<file path="src/rtl/peripheral_dbg_soc_dii_channel.sv">
// DII channel types shared by the debug interconnect.
// A flit is {valid, last, data[15:0]}.
package peripheral_dbg_soc_dii_channel;

  typedef struct packed {
    logic        valid;
    logic        last;
    logic [15:0] data;
  } dii_flit;

  function automatic dii_flit dii_flit_assemble(
    input logic        valid,
    input logic        last,
    input logic [15:0] data
  );
    dii_flit f;
    f.valid = valid;
    f.last  = last;
    f.data  = data;
    return f;
  endfunction

endpackage

</file>
<file path="src/rtl/peripheral_dbg_soc_dii_buffer.sv">
// DII flit FIFO with flit level and complete-packet count.
// PERIPHERAL_DBG_SOC_DII_BUFFER_FULLPACKET_EN selects store-and-forward.
module peripheral_dbg_soc_dii_buffer
  import peripheral_dbg_soc_dii_channel::*;
#(
  parameter int SIZE = 8
) (
  input  logic                 clk,
  input  logic                 rst,
  input  dii_flit              flit_in,
  output logic                 flit_in_ready,
  output dii_flit              flit_out,
  input  logic                 flit_out_ready,
  output logic [$clog2(SIZE):0] level,
  output logic [$clog2(SIZE):0] packet_count
);

  localparam int AW = $clog2(SIZE);
  localparam int LW = AW + 1;
  localparam logic [LW-1:0] FULL = LW'(SIZE);

  logic [16:0]    mem_q [SIZE];

  logic [AW-1:0]  wr_ptr_q;
  logic [AW-1:0]  wr_ptr_d;
  logic [AW-1:0]  rd_ptr_q;
  logic [AW-1:0]  rd_ptr_d;
  logic [LW-1:0]  level_q;
  logic [LW-1:0]  level_d;
  logic [LW-1:0]  pkt_q;
  logic [LW-1:0]  pkt_d;

  logic           empty;
  logic           full;
  logic           out_valid;
  logic           push;
  logic           pop;
  logic           pkt_inc;
  logic           pkt_dec;
  logic [16:0]    head;

  // Handshake status derived only from stored state.
  always_comb begin
    empty         = (level_q == '0);
    full          = (level_q == FULL);
    head          = mem_q[rd_ptr_q];
    flit_in_ready = !full;
`ifdef PERIPHERAL_DBG_SOC_DII_BUFFER_FULLPACKET_EN
    // A full buffer with no complete packet must still drain,
    // otherwise an oversized packet would wedge the channel.
    out_valid = !empty && ((pkt_q != '0) || full);
`else
    out_valid = !empty;
`endif
    push     = flit_in.valid && !full;
    pop      = out_valid && flit_out_ready;
    pkt_inc  = push && flit_in.last;
    pkt_dec  = pop && head[16];
    // Head is masked while empty so stale or unwritten
    // storage never reaches the output.
    flit_out = dii_flit_assemble(
      out_valid,
      head[16] & !empty,
      empty ? 16'h0000 : head[15:0]
    );
    level        = level_q;
    packet_count = pkt_q;
  end

  // Next-state for pointers, flit level and packet count.
  always_comb begin
    wr_ptr_d = wr_ptr_q;
    rd_ptr_d = rd_ptr_q;
    level_d  = level_q;
    pkt_d    = pkt_q;
    if (push) begin
      wr_ptr_d = wr_ptr_q + AW'(1);
    end
    if (pop) begin
      rd_ptr_d = rd_ptr_q + AW'(1);
    end
    unique case ({push, pop})
      2'b10:   level_d = level_q + LW'(1);
      2'b01:   level_d = level_q - LW'(1);
      default: level_d = level_q;
    endcase
    unique case ({pkt_inc, pkt_dec})
      2'b10:   pkt_d = pkt_q + LW'(1);
      2'b01:   pkt_d = pkt_q - LW'(1);
      default: pkt_d = pkt_q;
    endcase
  end

  // State register; reset discards every stored flit.
  always_ff @(posedge clk or negedge rst) begin
    if (!rst) begin
      wr_ptr_q <= '0;
      rd_ptr_q <= '0;
      level_q  <= '0;
      pkt_q    <= '0;
    end else begin
      wr_ptr_q <= wr_ptr_d;
      rd_ptr_q <= rd_ptr_d;
      level_q  <= level_d;
      pkt_q    <= pkt_d;
    end
  end

  // Flit storage; contents survive reset and are simply ignored.
  always_ff @(posedge clk) begin
    if (push) begin
      mem_q[wr_ptr_q] <= {flit_in.last, flit_in.data};
    end
  end

endmodule

</file>
<file path="config.mk">
export PLATFORM = sky130hd
export DESIGN_NAME = peripheral_dbg_soc_dii_buffer
export DESIGN_NICKNAME = d
export VERILOG_FILES = /design/src/rtl/peripheral_dbg_soc_dii_channel.sv /design/src/rtl/peripheral_dbg_soc_dii_buffer.sv
export SDC_FILE = /design/constraint.sdc
export NUM_CORES = 1
export LEC_CHECK = 0
export BUFFER_PORTS_ARGS = -buffer_cell sky130_fd_sc_hd__buf_4
export CORE_ASPECT_RATIO = 1.2
export CORE_MARGIN = 5
export CORE_UTILIZATION = 45
export DETAILED_ROUTE_END_ITERATION = 8
export SETUP_SLACK_MARGIN = 0.4
export SLEW_MARGIN = 25
export SYNTH_ARGS = -nofsm -noshare
export SYNTH_HDL_FRONTEND = slang
export SYNTH_SLANG_ARGS = --single-unit
</file>
<file path="constraint.sdc">
create_clock -name clk -period 3.7 [get_ports clk]
set_input_delay 0.185 -clock clk [delete_from_list [all_inputs] [get_ports clk]]
set_output_delay 0.185 -clock clk [all_outputs]
set_load 0.02 [all_outputs]
</file>
Yosys cells after proc, flatten, opt, wreduce, memory -nomap -nowiden
Memory sizes are Yosys's and may differ from the RTL's.
Index checks and enable logic that the tools add are counted.
{ "op_classes": {"multipliers": 0, "n_mux": 5, "add_sub_neg": 6, "div": 0, "order_cmp": 0, "bitwise_logic": 1, "n_shift": 0, "reduce_logical": 9, "n_eq_ne": 5} }
{ "op_table": {"columns": ["op", "count"], "rows": [
  ["$mux W16", 1],
  ["$pmux W4 S2", 2],
  ["$add A4 B1 Y4 const B", 2],
  ["$sub A4 B1 Y4 const B", 2],
  ["$add A3 B1 Y3 const B", 2],
  ["$eq A2 B1 Y1 const B", 2],
  ["$eq A2 B2 Y1 const B", 2],
  ["$eq A4 B4 Y1 const B", 1],
  ["$logic_and A1 B1 Y1", 4],
  ["$logic_not A4 Y1", 1],
  ["$reduce_bool A2 Y1", 2],
  ["$logic_not A1 Y1", 2],
  ["$mux W1", 2],
  ["$and A1 B1 Y1", 1]
]} }
{ "totals": {"n_memories": 1, "inputBits": 21, "romBits": 0, "output_inout_bits": 27, "ramBits": 136, "regBits": 14, "elab_cells": 31, "latchBits": 0} }
{ "memory_table": {"columns": ["memory", "depth", "word_bits", "rd", "rd_clocked_by_memory_dff", "wr", "line", "rtl"], "rows": [
  ["mem_q", 8, 17, 1, 0, 1, "peripheral_dbg_soc_dii_buffer.sv:22", "logic [16:0] mem_q [SIZE];"]
]} }

Logic depth before layout (Yosys ltp)
{ "depth": {"ltp_word": 6, "depth_mapped": 12, "ltp_nobuf": 11} }

Worst setup path before layout
OpenSTA, ideal clock, no wires.
{ "synth_timing": {"path_type": "register to register", "start": "register level_q[1] (netlist: level[1])", "end": "memory mem_q[0][0] (enable)", "arrival_ns": 2.787, "path_slack_ns": 0.478, "setup_ns": 0.435, "stages_incl_launch_ff": 6, "n_path_buf": 1, "required_ns": 3.265, "path_cell_list": "dfrtp_1 -> buf_2 -> nor3_1 -> a21boi_2 -> inv_2 -> nor4_1"} }
{ "synth_between": {"elab_chain_len": 5} }
{ "synth_lines": {"columns": ["item", "line", "rtl"], "rows": [
  ["start: declaration", "peripheral_dbg_soc_dii_buffer.sv:28", "logic [LW-1:0] level_q;"],
  ["start signal: assignment", "peripheral_dbg_soc_dii_buffer.sv:104", "level_q <= level_d;"],
  ["$eq A4 B4 Y1", "peripheral_dbg_soc_dii_buffer.sv:45", "full = (level_q == FULL);"],
  ["$logic_not A1 Y1", "peripheral_dbg_soc_dii_buffer.sv:55", "push = flit_in.valid && !full;"],
  ["$logic_and A1 B1 Y1", "peripheral_dbg_soc_dii_buffer.sv:55", null],
  ["$mux W1", "peripheral_dbg_soc_dii_buffer.sv:111", "if (push) begin"],
  ["$mux W1 (not written as such)", "peripheral_dbg_soc_dii_buffer.sv:112", "mem_q[wr_ptr_q] <= {flit_in.last, flit_in.data};"],
  ["end: declaration", "peripheral_dbg_soc_dii_buffer.sv:22", null]
]} }
Every way passes these cells.

==> results.sh <==
export IMPL_status="complete, no violations"
export IMPL_cap_violations=0
export IMPL_cts_tree="built"
export IMPL_insertion_delay_ns=0.41
export IMPL_slew_headroom=0.456
export IMPL_ios=48
export IMPL_vias=2907
export IMPL_routedWlPerCell_um=19.8
export IMPL_root_buffer="clkbuf_16"
export IMPL_synth_cell_type_count=34
export IMPL_grt_usage=0.150
export IMPL_hold_buffers=8
export IMPL_fill_cells=1043
export IMPL_cts_setup_buffers=0
export IMPL_cts_clk_slew_worst_paths_ns=0.06
export IMPL_finClkSkew_ns=0.00722
export IMPL_nets=403
export IMPL_slowest_delay_ns=0.59
export IMPL_antenna_found_initial=0
export IMPL_crit_buf_inv=2
export IMPL_area_growth_pct=21.5
export IMPL_dieHeight_um=137
export IMPL_gp_congestion=0.758
export IMPL_synth_top_area_frac=0.674
export IMPL_die_area_um2=15900
export IMPL_critPathLaunchType="register"
export IMPL_antenna_cells=0
export IMPL_design_area_um2=7360
export IMPL_min_path_type="in2reg"
export IMPL_cts_sinks=150
export IMPL_postCtsResizedCells=0
export IMPL_placed_cell_area_um2=6660
export IMPL_grt_pass1_vias=3045
export IMPL_h_tree_depth=4
export IMPL_port_buffers=47
export IMPL_ys_top_cells_by_area="edfxtp_1 67%, mux4_2 13%, dfrtp_1 5.8%"
export IMPL_grt_max_degree=35
export IMPL_drv_slew=0
export IMPL_layout_cells_non_filler=555
export IMPL_synth_seq_cells=150
export IMPL_arrival_ns=2.38
export IMPL_finalSetupTns_ns=0
export IMPL_grt_ovfl_total=0
export IMPL_max_freq_mhz=390
export IMPL_yosysSeqAreaShare=0.732
export IMPL_placedCellCount=514
export IMPL_start_util=0.458
export IMPL_fp_coreArea_um2=13200
export IMPL_grt_pass1_wl_um=17100
export IMPL_syn_inst=300
export IMPL_fin_total_pwr_mw=6.32
export IMPL_drt_initial_drc_count=172
export IMPL_worst_pin_slew_ns=0.813
export IMPL_cp_cell_sequence="buf_4 -> mux4_2 -> mux2i_1 -> nor2_1 -> buf_4"
export IMPL_cts_buffers=17
export IMPL_ant_nets=0
export IMPL_drcViolationCount=0
export IMPL_min_period_over_period=0.693
export IMPL_crit_top_cell="buf_4"
export IMPL_die_x_um=116
export IMPL_power_density_nw_per_um2=858
export IMPL_dp_hpwl_um=6480
export IMPL_crit_path_end_kind="output pin"
export IMPL_crit_family="buffers and inverters"
export IMPL_layout_drive_gt1_share=0.357
export IMPL_synth_avg_cell_area_um2=20.2
export IMPL_leakage_nw=2.59
export IMPL_crit_fanout=34
export IMPL_max_vdd_ir_drop_mv=0.501
export IMPL_grt_setup_unrepaired="false"
export IMPL_routed_wl_um=11000
export IMPL_synth_net_count=329
export IMPL_finalSetupViolCount=0
export IMPL_vias_per_cell=5.24
export IMPL_regArea_um2=4440
export IMPL_first_pass_iters=4
export IMPL_path_class="reg2out"
export IMPL_hold_violations=0
export IMPL_netlist_area_um2=6060
export IMPL_worstPathRequired_ns=3.51
export IMPL_min_period_ns=2.56
export IMPL_yosysWarnings=0
export IMPL_row_count=46
export IMPL_crit_slowest_cell="mux4_2"
export IMPL_multi_input_area_um2=1530
export IMPL_max_clock_path_buffers=2
export IMPL_yosysTopAreaCell="edfxtp_1"
report_power, final:
group          leakage [nW]  internal (mW)  switching, mW  total (mW)
Combinational         0.903           1.03           1.19        2.22
Sequential             1.40           2.17          0.169        2.34
Clock                 0.293           1.13          0.632        1.76
cells by family (layout without fill, tap and decap cells):
| group | Yosys count | in the layout | share of synthesized area |
|---|---|---|---|
| AOI/OAI and AO/OA | 9 | 9 | 0.00991 |
| and+or+nand+nor | 47 | 47 | 0.0394 |
| DFF | 150 | 150 | 0.732 |
| adders and majority gates | 8 | 8 | 0.0165 |
| muxes | 55 | 55 | 0.163 |
| buffers and inverters | 17 | 104 | 0.0194 |
| xor gates and xnor gates | 14 | 14 | 0.0202 |
worst paths after layout:
path | from | to | slack (ns) | cells after the start
max | rd_ptr_q[0]$_DFFE_PN0P_ | flit_out[10] | 1.14 | 5
min | flit_in[12] | mem_q[4][12]$_DFFE_PP_ | 0.008 | 1
max reg2reg | level[2]$_DFFE_PN0P_ | packet_count[2]$_DFFE_PN0P_ | 1.14 | 12
min reg2reg | packet_count[3]$_DFFE_PN0P_ | packet_count[3]$_DFFE_PN0P_ | 0.47 | 1
max in group asynchronous | rst | rd_ptr_q[0]$_DFFE_PN0P_ | 3.35 | 2
min in group asynchronous | rst | level[3]$_DFFE_PN0P_ | 0.16 | 2
Yosys cell counts, drive strengths merged:
cell type and count:
nor3 5, a41oi 1, nand2 7, mux2i 17
nand3b 1, o21ai 1, a21boi 1, a211o 1
mux2 4, xor2 8, a21oi 4, ha 8
nand2b 4, nor3b 2, nor2 24, nor4 2
xnor2 6, mux4 34, nand3 1, buf 13
o22ai 1, dfrtp 14, nor4bb 1, edfxtp 136
clkbuf 1, inv 3
final cells by class:
cell class              count  share of cell area
clock buffers              19              0.0588
clock inverters            13              0.0245
inverters                   3             0.00187
multi-input cells         133               0.208
flip-flops and latches    150               0.603
well taps                 168              0.0286
repair buffers             69              0.0752
metal layers:
| layer | global-route usage | routed length [um] | vias to the layer above |
|---|---|---|---|
| met5 | 0 | 0 | - |
| met4 | 0.0471 | 122 | 0 |
| met3 | 0.0394 | 396 | 9 |
| met2 | 0.244 | 5730 | 62 |
| met1 | 0.198 | 4750 | 1489 |
| li1 | - | - | 1347 |
stage by stage:
| stage | setup slack, ns | util | hold WS, ns |
|---|---|---|---|
| floorplan | 0.478 | - | -0.111 |
| global placement | 1.17 | 0.503 | 0.0476 |
| detailed placement | 1.12 | 0.503 | 0.0530 |
| CTS | 1.05 | 0.555 | 0.000245 |
| global route | 0.918 | 0.556 | 0.000702 |
| finish | 1.14 | 0.556 | 0.00758 |
cells in the final DEF, fill, tap and decap left out, types with 2 or more instances in the layout:
| master | count |
|---|---|
| nand2_1 | 6 |
| xnor2_1 | 6 |
| edfxtp_1 | 136 |
| clkinv_2 | 4 |
| buf_4 | 59 |
| clkinvlp_4 | 3 |
| clkbuf_16 | 17 |
| ha_1 | 8 |
| nand2b_1 | 4 |
| mux4_2 | 34 |
| a21oi_1 | 4 |
| mux2i_1 | 17 |
| nor3b_1 | 2 |
| xor2_1 | 8 |
| mux2_2 | 2 |
| dlygate4sd3_1 | 9 |
| dfrtp_1 | 13 |
| bufinv_16 | 4 |
| nor3_2 | 4 |
| clkbuf_1 | 2 |
| nor2_1 | 24 |
state kept, by name, indices dropped and copies added, names as in the netlist:
name and cells:
packet_count 4, mem_q 136, level 4, rd_ptr_q 3, wr_ptr_q 3
worst register-to-register path: cells and delay by family, from the launching register on:
kind                       cells  cell delay, ns
DFF                            1            0.47
adders and majority gates      2            0.45
AOI/OAI and AO/OA              1            0.14
and+or+nand+nor                4            0.51
xor gates and xnor gates       3            0.47
buffers and inverters          2            0.39
Note: power is estimated with default switching activity, not from simulation.
